**src/rtl/vga_timing_pkg.sv**
```systemverilog
// Shared VGA timing constants, counter widths and the control-bit bundle
// carried through the sync delay line.
package vga_timing_pkg;

  // 640x480@60 Hz default raster parameters (pixel clocks / lines)
  localparam int H_ACTIVE_DEF = 640;
  localparam int H_FP_DEF     = 16;
  localparam int H_SYNC_DEF   = 96;
  localparam int H_BP_DEF     = 48;
  localparam int V_ACTIVE_DEF = 480;
  localparam int V_FP_DEF     = 10;
  localparam int V_SYNC_DEF   = 2;
  localparam int V_BP_DEF     = 33;

  localparam int H_TOTAL_DEF = H_ACTIVE_DEF + H_FP_DEF + H_SYNC_DEF + H_BP_DEF;
  localparam int V_TOTAL_DEF = V_ACTIVE_DEF + V_FP_DEF + V_SYNC_DEF + V_BP_DEF;

  // Coordinate widths seen by the pixel stage
  localparam int X_W = 10;
  localparam int Y_W = 9;

  // Counter widths: vcnt must reach 524, which does not fit in Y_W bits
  localparam int H_CNT_W = 10;
  localparam int V_CNT_W = 10;

  // Control bits that travel alongside the colour pipeline
  typedef struct packed {
    logic hs;
    logic vs;
    logic active;
  } ctrl_t;

  // Blanked, syncs deasserted (syncs are active-low)
  localparam ctrl_t CTRL_IDLE = '{hs: 1'b1, vs: 1'b1, active: 1'b0};

  // True when lo <= cnt < hi
  function automatic logic in_window(input logic [9:0] cnt,
                                     input logic [9:0] lo,
                                     input logic [9:0] hi);
    return (cnt >= lo) && (cnt < hi);
  endfunction

endpackage

```
**src/rtl/sync_delay_line.sv**
```systemverilog
// Width x depth shift register with a per-bit reset value. Used to hold the
// raw sync/active bits back by the colour-stage latency.
module sync_delay_line #(
  parameter int               WIDTH     = 3,
  parameter int               DEPTH     = 1,
  parameter logic [WIDTH-1:0] RESET_VAL = '0
) (
  input  logic             clk,
  input  logic             reset,
  input  logic [WIDTH-1:0] din,
  output logic [WIDTH-1:0] dout
);

  // tap[0] is the input, tap[i+1] is the output of stage i
  logic [WIDTH-1:0] tap [DEPTH+1];

  assign tap[0] = din;

  generate
    for (genvar gi = 0; gi < DEPTH; gi++) begin : g_stage
      logic [WIDTH-1:0] stage_reg;

      // One pipeline stage; reset loads the idle pattern so no stale
      // control bits survive a mid-frame reset
      always_ff @(posedge clk) begin
        if (reset) begin
          stage_reg <= RESET_VAL;
        end else begin
          stage_reg <= tap[gi];
        end
      end

      assign tap[gi+1] = stage_reg;
    end
  endgenerate

  assign dout = tap[DEPTH];

endmodule

```
**src/rtl/vga_timing_gen.sv**
```systemverilog
// VGA raster timing generator. Presents coordinates to the pixel stage,
// delays sync/blank by the pixel-stage latency and registers colour so that
// sync, blank and RGB leave on the same clock edge.
module vga_timing_gen
  import vga_timing_pkg::*;
#(
  parameter int H_ACTIVE = H_ACTIVE_DEF,
  parameter int H_FP     = H_FP_DEF,
  parameter int H_SYNC   = H_SYNC_DEF,
  parameter int H_BP     = H_BP_DEF,
  parameter int V_ACTIVE = V_ACTIVE_DEF,
  parameter int V_FP     = V_FP_DEF,
  parameter int V_SYNC   = V_SYNC_DEF,
  parameter int V_BP     = V_BP_DEF,
  // Clocks from coordinate presentation to valid iR/iG/iB (1..8)
  parameter int PIPE_LAT = 1
) (
  input  logic           clk,
  input  logic           reset,
  input  logic [7:0]     iR,
  input  logic [7:0]     iG,
  input  logic [7:0]     iB,
  output logic [X_W-1:0] oVGA_X,
  output logic [Y_W-1:0] oVGA_Y,
  output logic           oReq,
  output logic           oFrameStart,
  output logic           oVGA_HS,
  output logic           oVGA_VS,
  output logic           oVGA_BLANK_N,
  output logic           oVGA_SYNC_N,
  output logic [7:0]     oVGA_R,
  output logic [7:0]     oVGA_G,
  output logic [7:0]     oVGA_B
);

  localparam int H_TOTAL = H_ACTIVE + H_FP + H_SYNC + H_BP;
  localparam int V_TOTAL = V_ACTIVE + V_FP + V_SYNC + V_BP;

  // Decode thresholds at counter width
  localparam logic [H_CNT_W-1:0] H_LAST     = H_CNT_W'(H_TOTAL - 1);
  localparam logic [H_CNT_W-1:0] H_ACT_END  = H_CNT_W'(H_ACTIVE);
  localparam logic [H_CNT_W-1:0] HS_START   = H_CNT_W'(H_ACTIVE + H_FP);
  localparam logic [H_CNT_W-1:0] HS_END     = H_CNT_W'(H_ACTIVE + H_FP + H_SYNC);
  localparam logic [V_CNT_W-1:0] V_LAST     = V_CNT_W'(V_TOTAL - 1);
  localparam logic [V_CNT_W-1:0] V_ACT_END  = V_CNT_W'(V_ACTIVE);
  localparam logic [V_CNT_W-1:0] VS_START   = V_CNT_W'(V_ACTIVE + V_FP);
  localparam logic [V_CNT_W-1:0] VS_END     = V_CNT_W'(V_ACTIVE + V_FP + V_SYNC);

  logic [H_CNT_W-1:0] hcnt_reg;
  logic [V_CNT_W-1:0] vcnt_reg;

  logic  active;
  logic  hsync_raw;
  logic  vsync_raw;
  ctrl_t ctrl_raw;
  ctrl_t ctrl_dly;

  logic       hs_reg;
  logic       vs_reg;
  logic       blank_n_reg;
  logic [7:0] r_reg;
  logic [7:0] g_reg;
  logic [7:0] b_reg;

  // Raster counters: hcnt wraps every line, vcnt steps on each hcnt wrap
  always_ff @(posedge clk) begin
    if (reset) begin
      hcnt_reg <= '0;
      vcnt_reg <= '0;
    end else if (hcnt_reg == H_LAST) begin
      hcnt_reg <= '0;
      vcnt_reg <= (vcnt_reg == V_LAST) ? '0 : vcnt_reg + V_CNT_W'(1);
    end else begin
      hcnt_reg <= hcnt_reg + H_CNT_W'(1);
    end
  end

  // Window decode straight from the counter registers
  assign active    = (hcnt_reg < H_ACT_END) && (vcnt_reg < V_ACT_END);
  assign hsync_raw = ~in_window(hcnt_reg, HS_START, HS_END);
  assign vsync_raw = ~in_window(vcnt_reg, VS_START, VS_END);

  // Coordinates are parked at 0 outside the active region
  assign oVGA_X      = active ? hcnt_reg : '0;
  assign oVGA_Y      = active ? vcnt_reg[Y_W-1:0] : '0;
  assign oReq        = active;
  assign oFrameStart = (hcnt_reg == '0) && (vcnt_reg == '0);

  assign ctrl_raw.hs     = hsync_raw;
  assign ctrl_raw.vs     = vsync_raw;
  assign ctrl_raw.active = active;

  // Hold the control bits back until the matching colour arrives
  sync_delay_line #(
    .WIDTH    ($bits(ctrl_t)),
    .DEPTH    (PIPE_LAT),
    .RESET_VAL(CTRL_IDLE)
  ) u_sync_delay (
    .clk  (clk),
    .reset(reset),
    .din  (ctrl_raw),
    .dout (ctrl_dly)
  );

  // Pin register: syncs, blank and colour all update on the same edge;
  // colour is forced black whenever the aligned active bit is low
  always_ff @(posedge clk) begin
    if (reset) begin
      hs_reg      <= 1'b1;
      vs_reg      <= 1'b1;
      blank_n_reg <= 1'b0;
      r_reg       <= '0;
      g_reg       <= '0;
      b_reg       <= '0;
    end else begin
      hs_reg      <= ctrl_dly.hs;
      vs_reg      <= ctrl_dly.vs;
      blank_n_reg <= ctrl_dly.active;
      r_reg       <= ctrl_dly.active ? iR : 8'h00;
      g_reg       <= ctrl_dly.active ? iG : 8'h00;
      b_reg       <= ctrl_dly.active ? iB : 8'h00;
    end
  end

  assign oVGA_HS      = hs_reg;
  assign oVGA_VS      = vs_reg;
  assign oVGA_BLANK_N = blank_n_reg;
  assign oVGA_R       = r_reg;
  assign oVGA_G       = g_reg;
  assign oVGA_B       = b_reg;
  assign oVGA_SYNC_N  = 1'b0;

endmodule

```
**config.mk**
```make
export PLATFORM = sky130hd
export DESIGN_NAME = vga_timing_gen
export DESIGN_NICKNAME = d
export VERILOG_FILES = /design/src/rtl/vga_timing_pkg.sv /design/src/rtl/sync_delay_line.sv /design/src/rtl/vga_timing_gen.sv
export SDC_FILE = /design/constraint.sdc
export NUM_CORES = 1
export LEC_CHECK = 0
export ABC_AREA = 1
export CAP_MARGIN = 20
export CORE_MARGIN = 2
export CORE_UTILIZATION = 50
export CTS_BUF_LIST = sky130_fd_sc_hd__clkbuf_2 sky130_fd_sc_hd__clkbuf_4 sky130_fd_sc_hd__clkbuf_8
export DETAILED_ROUTE_END_ITERATION = 10
export DONT_BUFFER_PORTS = 1
export PLACE_DENSITY = 0.66
export SYNTH_ARGS = -nofsm -noshare
export SYNTH_HDL_FRONTEND = slang
export SYNTH_SLANG_ARGS = --single-unit
```
**constraint.sdc**
```tcl
create_clock -name clk -period 2.9 [get_ports clk]
set_input_delay 0.29 -clock clk [delete_from_list [all_inputs] [get_ports clk]]
set_output_delay 0.29 -clock clk [all_outputs]
set_load 0.1 [all_outputs]
```
# Word level (Yosys, flattened, before mapping)
# Index checks and enable logic that the tools add are counted.
# word_totals
regBits	50
word_cells	33
output_inout_bits	49
# op_classes
n_addsub	2
n_eq_ne	2
n_mux	3
reduce_logical	8
bitwise_logic	3
order_cmp	6
# op_table
op	n
$add 10x1->10 const B	2
$eq 10x10->1 const B	2
$logic_not 10->1	2
$lt 10x10->1 const B	2
$lt 10x9->1 const B	2
$mux 10	2
$ge 10x10->1 const B	1
$ge 10x9->1 const B	1
$mux 9	1
$logic_and 1x1->1	4
$reduce_or 2->1	2
$not 1->1	3

# Logic depth before layout (Yosys ltp)
# Gate-level depths: netlist of run 1.
# logic_depth
depth_word	3
mapped_depth	9

# Modules after synthesis
# A second synthesis of run 1 with hierarchy kept.
# unflattened
hier_cells	305
hier_area_um2	2157.1
# modules_own_cells
module	seq_area_each_um2	instances	area_per_inst_um2	cells_per_inst
vga_timing_gen	940.9	1	2070.7	295
sync_delay_line	60.1	1	86.3	10

# Worst setup path after synthesis of run 1
# OpenSTA, ideal clock, no wires.
# synth_path
path_type	register -> output
startpoint	register vcnt_reg[0]
endpoint	output port oFrameStart
path_stages_with_launch	5
arrival_time_ns	3.526
required_time_ns	2.610
setup_slack_ns	-0.916
path_cell_list	dfxtp_1 inv_1 ha_1 nand4_1 nor4_1
# synth_between
elab_chain_cells	2
# synth_lines
element	line_no	text
start: declaration	vga_timing_gen.sv:50	logic [V_CNT_W-1:0] vcnt_reg;
start signal: assignment	vga_timing_gen.sv:72	vcnt_reg <= (vcnt_reg == V_LAST) ? '0 : vcnt_reg + V_CNT_W'(1);
$logic_not 10->1	vga_timing_gen.sv:87	assign oFrameStart = (hcnt_reg == '0) && (vcnt_reg == '0);
$logic_and 1x1->1	vga_timing_gen.sv:87	
end: declaration	vga_timing_gen.sv:26	output logic oFrameStart,
# Every way passes these cells.

# Worst setup path after layout of run 1
# layout_path
startpoint	register hcnt_reg[8]
endpoint	output port oVGA_X[6]
# layout_between
elab_chain_cells	3
# layout_lines
element	line_no	text
start: declaration	vga_timing_gen.sv:49	logic [H_CNT_W-1:0] hcnt_reg;
start signal: assignment	vga_timing_gen.sv:74	hcnt_reg <= hcnt_reg + H_CNT_W'(1);
$lt 10x10->1	vga_timing_gen.sv:79	assign active = (hcnt_reg < H_ACT_END) && (vcnt_reg < V_ACT_END);
$logic_and 1x1->1	vga_timing_gen.sv:79	
$mux 10	vga_timing_gen.sv:84	assign oVGA_X = active ? hcnt_reg : '0;
end: declaration	vga_timing_gen.sv:23	output logic [X_W-1:0] oVGA_X,
# Every way passes these cells.

==> key figures, run 1 <==
Outcome
  – Outcome: completed

Place
  – Final GP Congestion: 0.848
  – Count of buffers from port buffering: 0
  – Worst setup slack after placement: 0.923 ns
  – Post-detailed-placement half-perimeter wirelength: around 3300 um

Worst setup path
  – Critical Path Source Type: flop
  – Start of the worst register-to-register path: hcnt_reg[1]$_SDFF_PP0_
  – Maximum fanout along the worst path: 14
  – Length in cells of the worst reg-to-reg path: 8
  – Critical path class: flop to output port
  – Worst setup startpoint: hcnt_reg[8]$_SDFF_PP0_
  – Required @ worst endpoint: about 2.6 ns
  – Cell mode on critical path: buf_4
  – Slowest CP cell: dfxtp_1
  – Arrival time at the worst endpoint: ~2.0 ns
  – Critical path capture point type: output port
  – Cells along the critical path: inv_1 > nand3_1 > nand4_1 > buf_4 > nor2_2 > buf_4
  – Worst stage delay on the critical path: 0.39 ns

Drt
  – Routed met1 length: between 1500 and 2000 um
  – Met2 wire length: ~2000 um
  – Wire per inst: around 12 um
  – Total number of vias: approximately 1,800
  – DRT Pass-1 Iters: 4
  – Max Used Layer: met4
  – Starting DRC count in detailed routing: a little under 70
  – Met3 routed WL: roughly 370 um
  – Antenna violation net count after detailed routing: 0
  – Final routed DRC violation total: 0
  – Detail-routed via count per cell: just under 5
  – Total detailed-routing wirelength: about 4300 um

Clocking
  – CTS tree: yes
  – Setup repair bufs after CTS: 0
  – CTS resizes: 0
  – Maximum level of the CTS H-tree: 2
  – Clock root buffer master: clkbuf_8
  – Clock latency on the worst-skew pair: 0.30 ns
  – Cts hold-fix bufs: 0
  – Clock slew at the register clock pins of the worst setup and hold paths: around 0.090 ns
  – Clock buffer count from CTS: 5
  – Clock tree sinks: 50
  – CTS max path bufs: 2

Floorplan
  – Cell Rows: 24
  – Starting density of the core: just over 50%
  – Die Footprint: between 4000 and 5000 sq um
  – Die outline height: around 70 um
  – Number of top-level design ports: 75
  – DIE WIDTH: 70.2 um
  – Placeable core region: about 4300 sq um

GRT
  – Initial antenna violation count: 0
  – Overall overflow remaining after global route: 0
  – GRT Total Usage: between 10% and 20%
  – Via count of the first global-routing pass: roughly 1,700
  – Maximum number of pins on one net before global-route repair: 26
  – Global-route wire length before repair: around 7300 um

Logic synthesis
  – Seq cells post-synth: 50
  – YS warnings: 0
  – Netlist area before placement: between 2000 and 2500 sq um
  – Post-synthesis cell count: ~300
  – Nets in the synthesized netlist: roughly 330
  – Post-synthesis area per instance: 7.44 sq um
  – Post-synthesis cell type count: 29
  – Fraction of the yosys area taken by sequential cells: 45.6%

Power
  – Post-route total power: approximately 1.4 mW
  – Power per unit of standard cell area: 545 nW/um^2
  – Max rail drop VDD: around 0.00025 V
  – Leakage power: between 1 and 1.5 nW

Timing
  – Worst-Margin Slew: approximately 0.95 ns
  – RSZ-0062 raised after global routing: false
  – Worst Clk Skew: ~0.010 ns
  – Total negative setup slack: 0 ns
  – Number of pins exceeding their max-slew limit in the final report: 0
  – Max Clk Rate: 0.435 GHz
  – Worst slew margin relative to its limit: a little under two fifths
  – Portion of the clock cycle consumed by the worst path in the final layout: slightly below 80%
  – Worst setup slack after layout: about 0.6 ns
  – Final setup violation count: 0
  – Minimum period implied by the final worst setup slack: 2.30 ns
  – Number of failing hold endpoints at the final stage: 0

Min path
  – Tightest Hold Check Type: input pin to flop
  – Hold Path Origin: reset
  – Hold path cells: 1

Final layout
  – Core occupancy in the finished layout: between 60% and 70%
  – Fraction of layout instances using a drive strength above 1: between 20% and 30%
  – Signed area change from the synthesized netlist to the final layout: 17.5%
  – Antenna cells: 0
  – Register area: 1000 sq um
  – Area of the multi-input gates: approximately 1000 sq um
  – Number of fillers in the final layout: around 410
  – Number of nets in the final layout: about 350

Flow run
  – Max capacitance violation total: 0
per-stage QoR:
stage                     instances  cell area [sq um]  hold slack [ns]
final                           371               2580           0.0502
after global routing            371               2580           0.0448
after CTS                       371               2580           0.0415
after detailed placement        363               2460            0.366
after global placement          363               2460            0.364
after floorplan                 295               2200            0.389
final timing paths:
check / end / slack (ns)
setup / recovery: oVGA_X[6] / 0.60
hold / removal: vcnt_reg[8]$_SDFFE_PP0N_ / 0.05
setup reg to reg: vcnt_reg[7]$_SDFFE_PP0N_ / 1.40
hold reg to reg: oVGA_VS$_SDFF_PP1_ / 0.42
synth_stat cells, drive strengths merged:
master	instances	area, sq um
xor2	2	17.5
nand2	50	245
buf	6	32.5
a21oi	8	40.0
nor3b	1	7.51
o21ai	7	50.0
a211oi	1	7.51
a31oi	1	6.26
dfxtp	50	1000
or2	2	12.5
ha	4	50.1
o2111ai	1	8.76
inv	58	220
conb	1	3.75
nor4	1	6.26
nor2	77	337
nand4	8	50.1
nand3	15	87.6
nor3	2	10.0
final cells by class:
cell class | instances | area share [%]
sequential | 50 | 38.8
multi-input combinational | 181 | 38.8
clock buffer | 6 | 2.96
tap | 52 | 2.52
inverter | 58 | 8.54
timing repair buffer | 22 | 6.89
clock inverter | 2 | 1.46
layout by cell type (no fill, tap or decap), types with 2 or more instances in the layout:
cell type  count
clkbuf_8       5
inv_2          3
nand2_4        2
nand3_1       14
nand2_2        4
xor2_1         2
nor3_1         2
nor2_1        51
inv_1         54
nand2_1       42
buf_4         21
a21oi_1        8
nand2_8        2
o21ai_0        3
ha_1           4
nand4_1        8
nor2_2        24
nor2_8         2
o21ai_2        4
or2_2          2
dfxtp_1       50
worst max-delay path: cells and delay by family (launching register included):
family                 cells  cell delay, ns
AND/OR/NAND/NOR            3            0.57
flip-flops                 1            0.39
buffers and inverters      3            0.76
report_power, final:
part	internal, mW	total, mW	switching (mW)
Sequential	0.704	0.816	0.111
Clock	0.267	0.488	0.221
Combinational	0.0243	0.103	0.0784
layer usage:
layer | GRT usage [%] | vias up
met5 | 0 | -
met4 | 5.13 | 0
met3 | 6.20 | 2
met2 | 29.2 | 79
met1 | 23.1 | 826
li1 | - | 932
logic make-up (layout without fill, tap and decap cells):
group                    count (synthesis)  in the layout  synth area share [%]
flip-flops                              50             50                  45.6
XOR/XNOR                                 2              2                 0.799
AND/OR/NAND/NOR                        156            156                  34.5
other                                    1              1                 0.171
buffers and inverters                   64             88                  11.5
AO/OA/AOI/OAI                           18             18                  5.13
adder cells (fa/ha/maj)                  4              4                  2.28
Note: power is estimated with default switching activity, not from simulation.
==> run 2, diff against run 1 <==
==> constraint.sdc (replaced) <==
create_clock -name clk -period 2.3 [get_ports clk]
set_input_delay 0.23 -clock clk [delete_from_list [all_inputs] [get_ports clk]]
set_output_delay 0.23 -clock clk [all_outputs]
set_load 0.1 [all_outputs]
==> run 2 against run 1 <==
Net effect: sequential power increased by 10%; register-to-register slack lost 0.60 ns; critical path type unchanged; count of clock-buffer cells in the layout shrank 1; wire length grew 10%; first-iteration DRC count increased by 26%; largest power group unchanged; design area grew 8.6%; worst hold slack got worse by 0.030 ns; non-clock buffer count up 29; global-route usage rose by 2.7 points.
==> key figures, run 2 (synthesis gave the netlist of run 1 again) <==
Worst setup path
  – Cell family with most CP delay: buffers and inverters
  – Critical path class: flop to output port
  – Cells along the critical path: nand4_1 > nand4_1 > buf_4 > inv_1 > nand2_1 > clkinvlp_4 > buf_12
  – Start of the worst register-to-register path: hcnt_reg[0]$_SDFF_PP0_
  – Worst stage delay on the critical path: 0.42 ns (+0.03 ns)
  – Critical path capture point type: output port
  – Maximum fanout along the worst path: 11 (-3)
  – Length in cells of the worst reg-to-reg path: 8 (unchanged)
  – Worst setup startpoint: vcnt_reg[5]$_SDFFE_PP0N_
  – Critical path depth in cells: 7 (+1)
  – Critical path destination: oVGA_Y[5]
  – Critical Path Source Type: flop
  – Required @ worst endpoint: 2.07 ns (-0.54 ns)
  – FF-to-FF setup slack: 0.80 ns (-0.60 ns)
  – Combined buffer and inverter count along the critical path: 4 (+1)
  – Cell mode on critical path: nand4_1
  – Slowest CP cell: dfxtp_1
  – Arrival time at the worst endpoint: 1.72 ns (-0.29 ns)
  – Worst reg2reg endpoint: vcnt_reg[7]$_SDFFE_PP0N_

Drt
  – DRT Pass-1 Iters: 4 (unchanged)
  – Total detailed-routing wirelength: 4740 um (+10%)
  – Wire per inst: 11.8 um (+2.4%)
  – Antenna violation net count after detailed routing: 0 (unchanged)
  – Final routed DRC violation total: 0 (unchanged)
  – Detail-routed via count per cell: 4.74 (-4.3%)
  – Total number of vias: 1,897 (+3.2%)
  – Starting DRC count in detailed routing: 87 (+26%)

Timing
  – Portion of the clock cycle consumed by the worst path in the final layout: 84.8%
  – Final setup violation count: 0 (unchanged)
  – RSZ-0062 raised after global routing: false
  – Number of pins exceeding their max-slew limit in the final report: 0 (unchanged)
  – Total negative setup slack: 0 ns (unchanged)
  – Max Clk Rate: 0.513 GHz
  – Minimum period implied by the final worst setup slack: roughly 2 ns
  – Number of failing hold endpoints at the final stage: 0 (unchanged)
  – Worst Clk Skew: 0.0106 ns (+0.000248 ns)

Flow run
  – Max capacitance violation total: 0 (unchanged)

Outcome
  – Outcome: completed

Clocking
  – Clock slew at the register clock pins of the worst setup and hold paths: 0.10 ns (about the same)
  – Clock buffer count from CTS: 5 (unchanged)
  – Clock root buffer master: clkbuf_8
  – CTS tree: yes
  – CTS max path bufs: 2 (unchanged)
  – Maximum level of the CTS H-tree: 2 (unchanged)
  – Cts hold-fix bufs: 1 (+1)
  – Clock latency on the worst-skew pair: 0.31 ns (about the same)
  – Clock tree sinks: 50 (unchanged)
  – Setup repair bufs after CTS: 0 (unchanged)
  – CTS resizes: 0 (unchanged)

GRT
  – GRT Total Usage: 20.9% (+2.7 points)
  – Global-route wire length before repair: 8290 um (+14%)
  – Overall overflow remaining after global route: 0 (unchanged)
  – Via count of the first global-routing pass: 1,852 (+11%)
  – Initial antenna violation count: 0 (unchanged)
  – Maximum number of pins on one net before global-route repair: 26 (unchanged)

Floorplan
  – Starting density of the core: 51.1% (unchanged)
  – DIE WIDTH: 70.2 um (unchanged)
  – Die Footprint: 4930 sq um (unchanged)
  – Cell Rows: 24 (unchanged)
  – Die outline height: 70.2 um (unchanged)
  – Placeable core region: 4290 sq um (unchanged)
  – Number of top-level design ports: 75 (unchanged)

Power
  – Power per unit of standard cell area: 644 nW/um^2 (+18%)
  – Max rail drop VDD: 0.000315 V (+28%)
  – Fraction of power consumed by the clock network: 34.2% (-0.5 points)
  – P_sw: 537 uW (+31%)
  – Switching power as a share of total power: 29.8% (+0.55 points)
  – Leakage power: 1.36 nW (+12%)
  – Seq pwr share: 49.8% (-8.2 points)
  – Post-route total power: 1.80 mW (+28%)
  – Internal Dissipation: 1.27 mW (+27%)
  – Combinational power share: 16.1% (+8.8 points)

Min path
  – Tightest Hold Check Type: input pin to flop

Final layout
  – Highest-count cells in the layout ignoring fill and taps: 53 x inv_1, 51 x nor2_1, 50 x dfxtp_1
  – Signed area change from the synthesized netlist to the final layout: 27.7%
  – Number of nets in the final layout: 377 (+8.3%)
  – Fraction of layout instances using a drive strength above 1: 30.2% (+6.3 points)
  – Antenna cells: 0 (unchanged)
  – Most frequent standard cell in the layout excluding fill and tap cells: inv_1

Place
  – Post-detailed-placement half-perimeter wirelength: 3680 um (+12%)
  – Final GP Congestion: 0.876 (+3.3%)
  – Count of buffers from port buffering: 0 (unchanged)
==> run 2: cell types whose count changed in the layout (fill, tap and decap cells not counted) <==
cell,change
buf_4,+28
clkbuf_4,-1
clkinv_2,+1
dlygate4sd3_1,+1
inv_1,-1
inv_6,+1
==> run 2: how the worst min path moves through the flow <==
stage	from	endpoint	slack, ns	cells after the start
4_1_cts	iB[5]	oVGA_B[5]$_SDFF_PP0_	0.02	2
6_report	iB[6]	oVGA_B[6]$_SDFF_PP0_	0.02	2
2_1_floorplan	iB[0]	oVGA_B[0]$_SDFF_PP0_	0.34	2
3_5_place_dp	reset	vcnt_reg[8]$_SDFFE_PP0N_	0.31	1
5_1_grt	iB[2]	oVGA_B[2]$_SDFF_PP0_	0.01	2
3_3_place_gp	reset	u_sync_delay.dout[0]$_SDFF_PP0_	0.30	1
==> run 2: cell type report <==
cell class | instances | area (sq um)
flip-flops and latches | 50 | 1000
well taps | 52 | 65.1
clock buffers | 5 | 68.8
multi-input cells | 181 | 1000
fillers | 362 | 1490
clock inverters | 3 | 43.8
inverters | 58 | 224
repair buffers | 51 | 398
==> run 2: routing by layer <==
metal  part of all wire, %  wire length, um  track usage (%)  vias to the layer above
li1                      -                -                -                      991
met1                    45             2150             26.6                      821
met2                    45             2110             33.6                       80
met3                   8.7              411             6.78                        5
met4                   1.4               66             6.41                        0
met5                     0                0                0                        -
==> run 2: metrics by stage <==
stage / util [%] / hold WS [ns] / instances / cell area [sq um] / setup WS [ns]
floorplan: - / 0.342 / 295 / 2210 / 0.0261
global placement: 62.4 / 0.304 / 391 / 2680 / 0.715
detailed placement: 62.4 / 0.305 / 391 / 2680 / 0.681
CTS: 65.2 / 0.0172 / 400 / 2800 / 0.329
global route: 65.2 / 0.0125 / 400 / 2800 / 0.177
finish: 65.2 / 0.0204 / 400 / 2800 / 0.349
==> run 2: worst reg2reg max path: cells and delay by family (launching register included) <==
| family | cells | cell delay, ns |
|---|---|---|
| adder cells (fa/ha/maj) | 1 | 0.25 |
| AND/OR/NAND/NOR | 7 | 0.78 |
| flip-flops | 1 | 0.38 |
==> run 2: power by group through the flow <==
stage	combinational (mW)	clock, mW	sequential, mW
CTS	0.292	0.631	0.898
global route	0.304	0.668	0.900
finish	0.290	0.616	0.898
floorplan	0.113	0	1.05
detailed placement	0.289	0	0.918
global placement	0.288	0	0.917
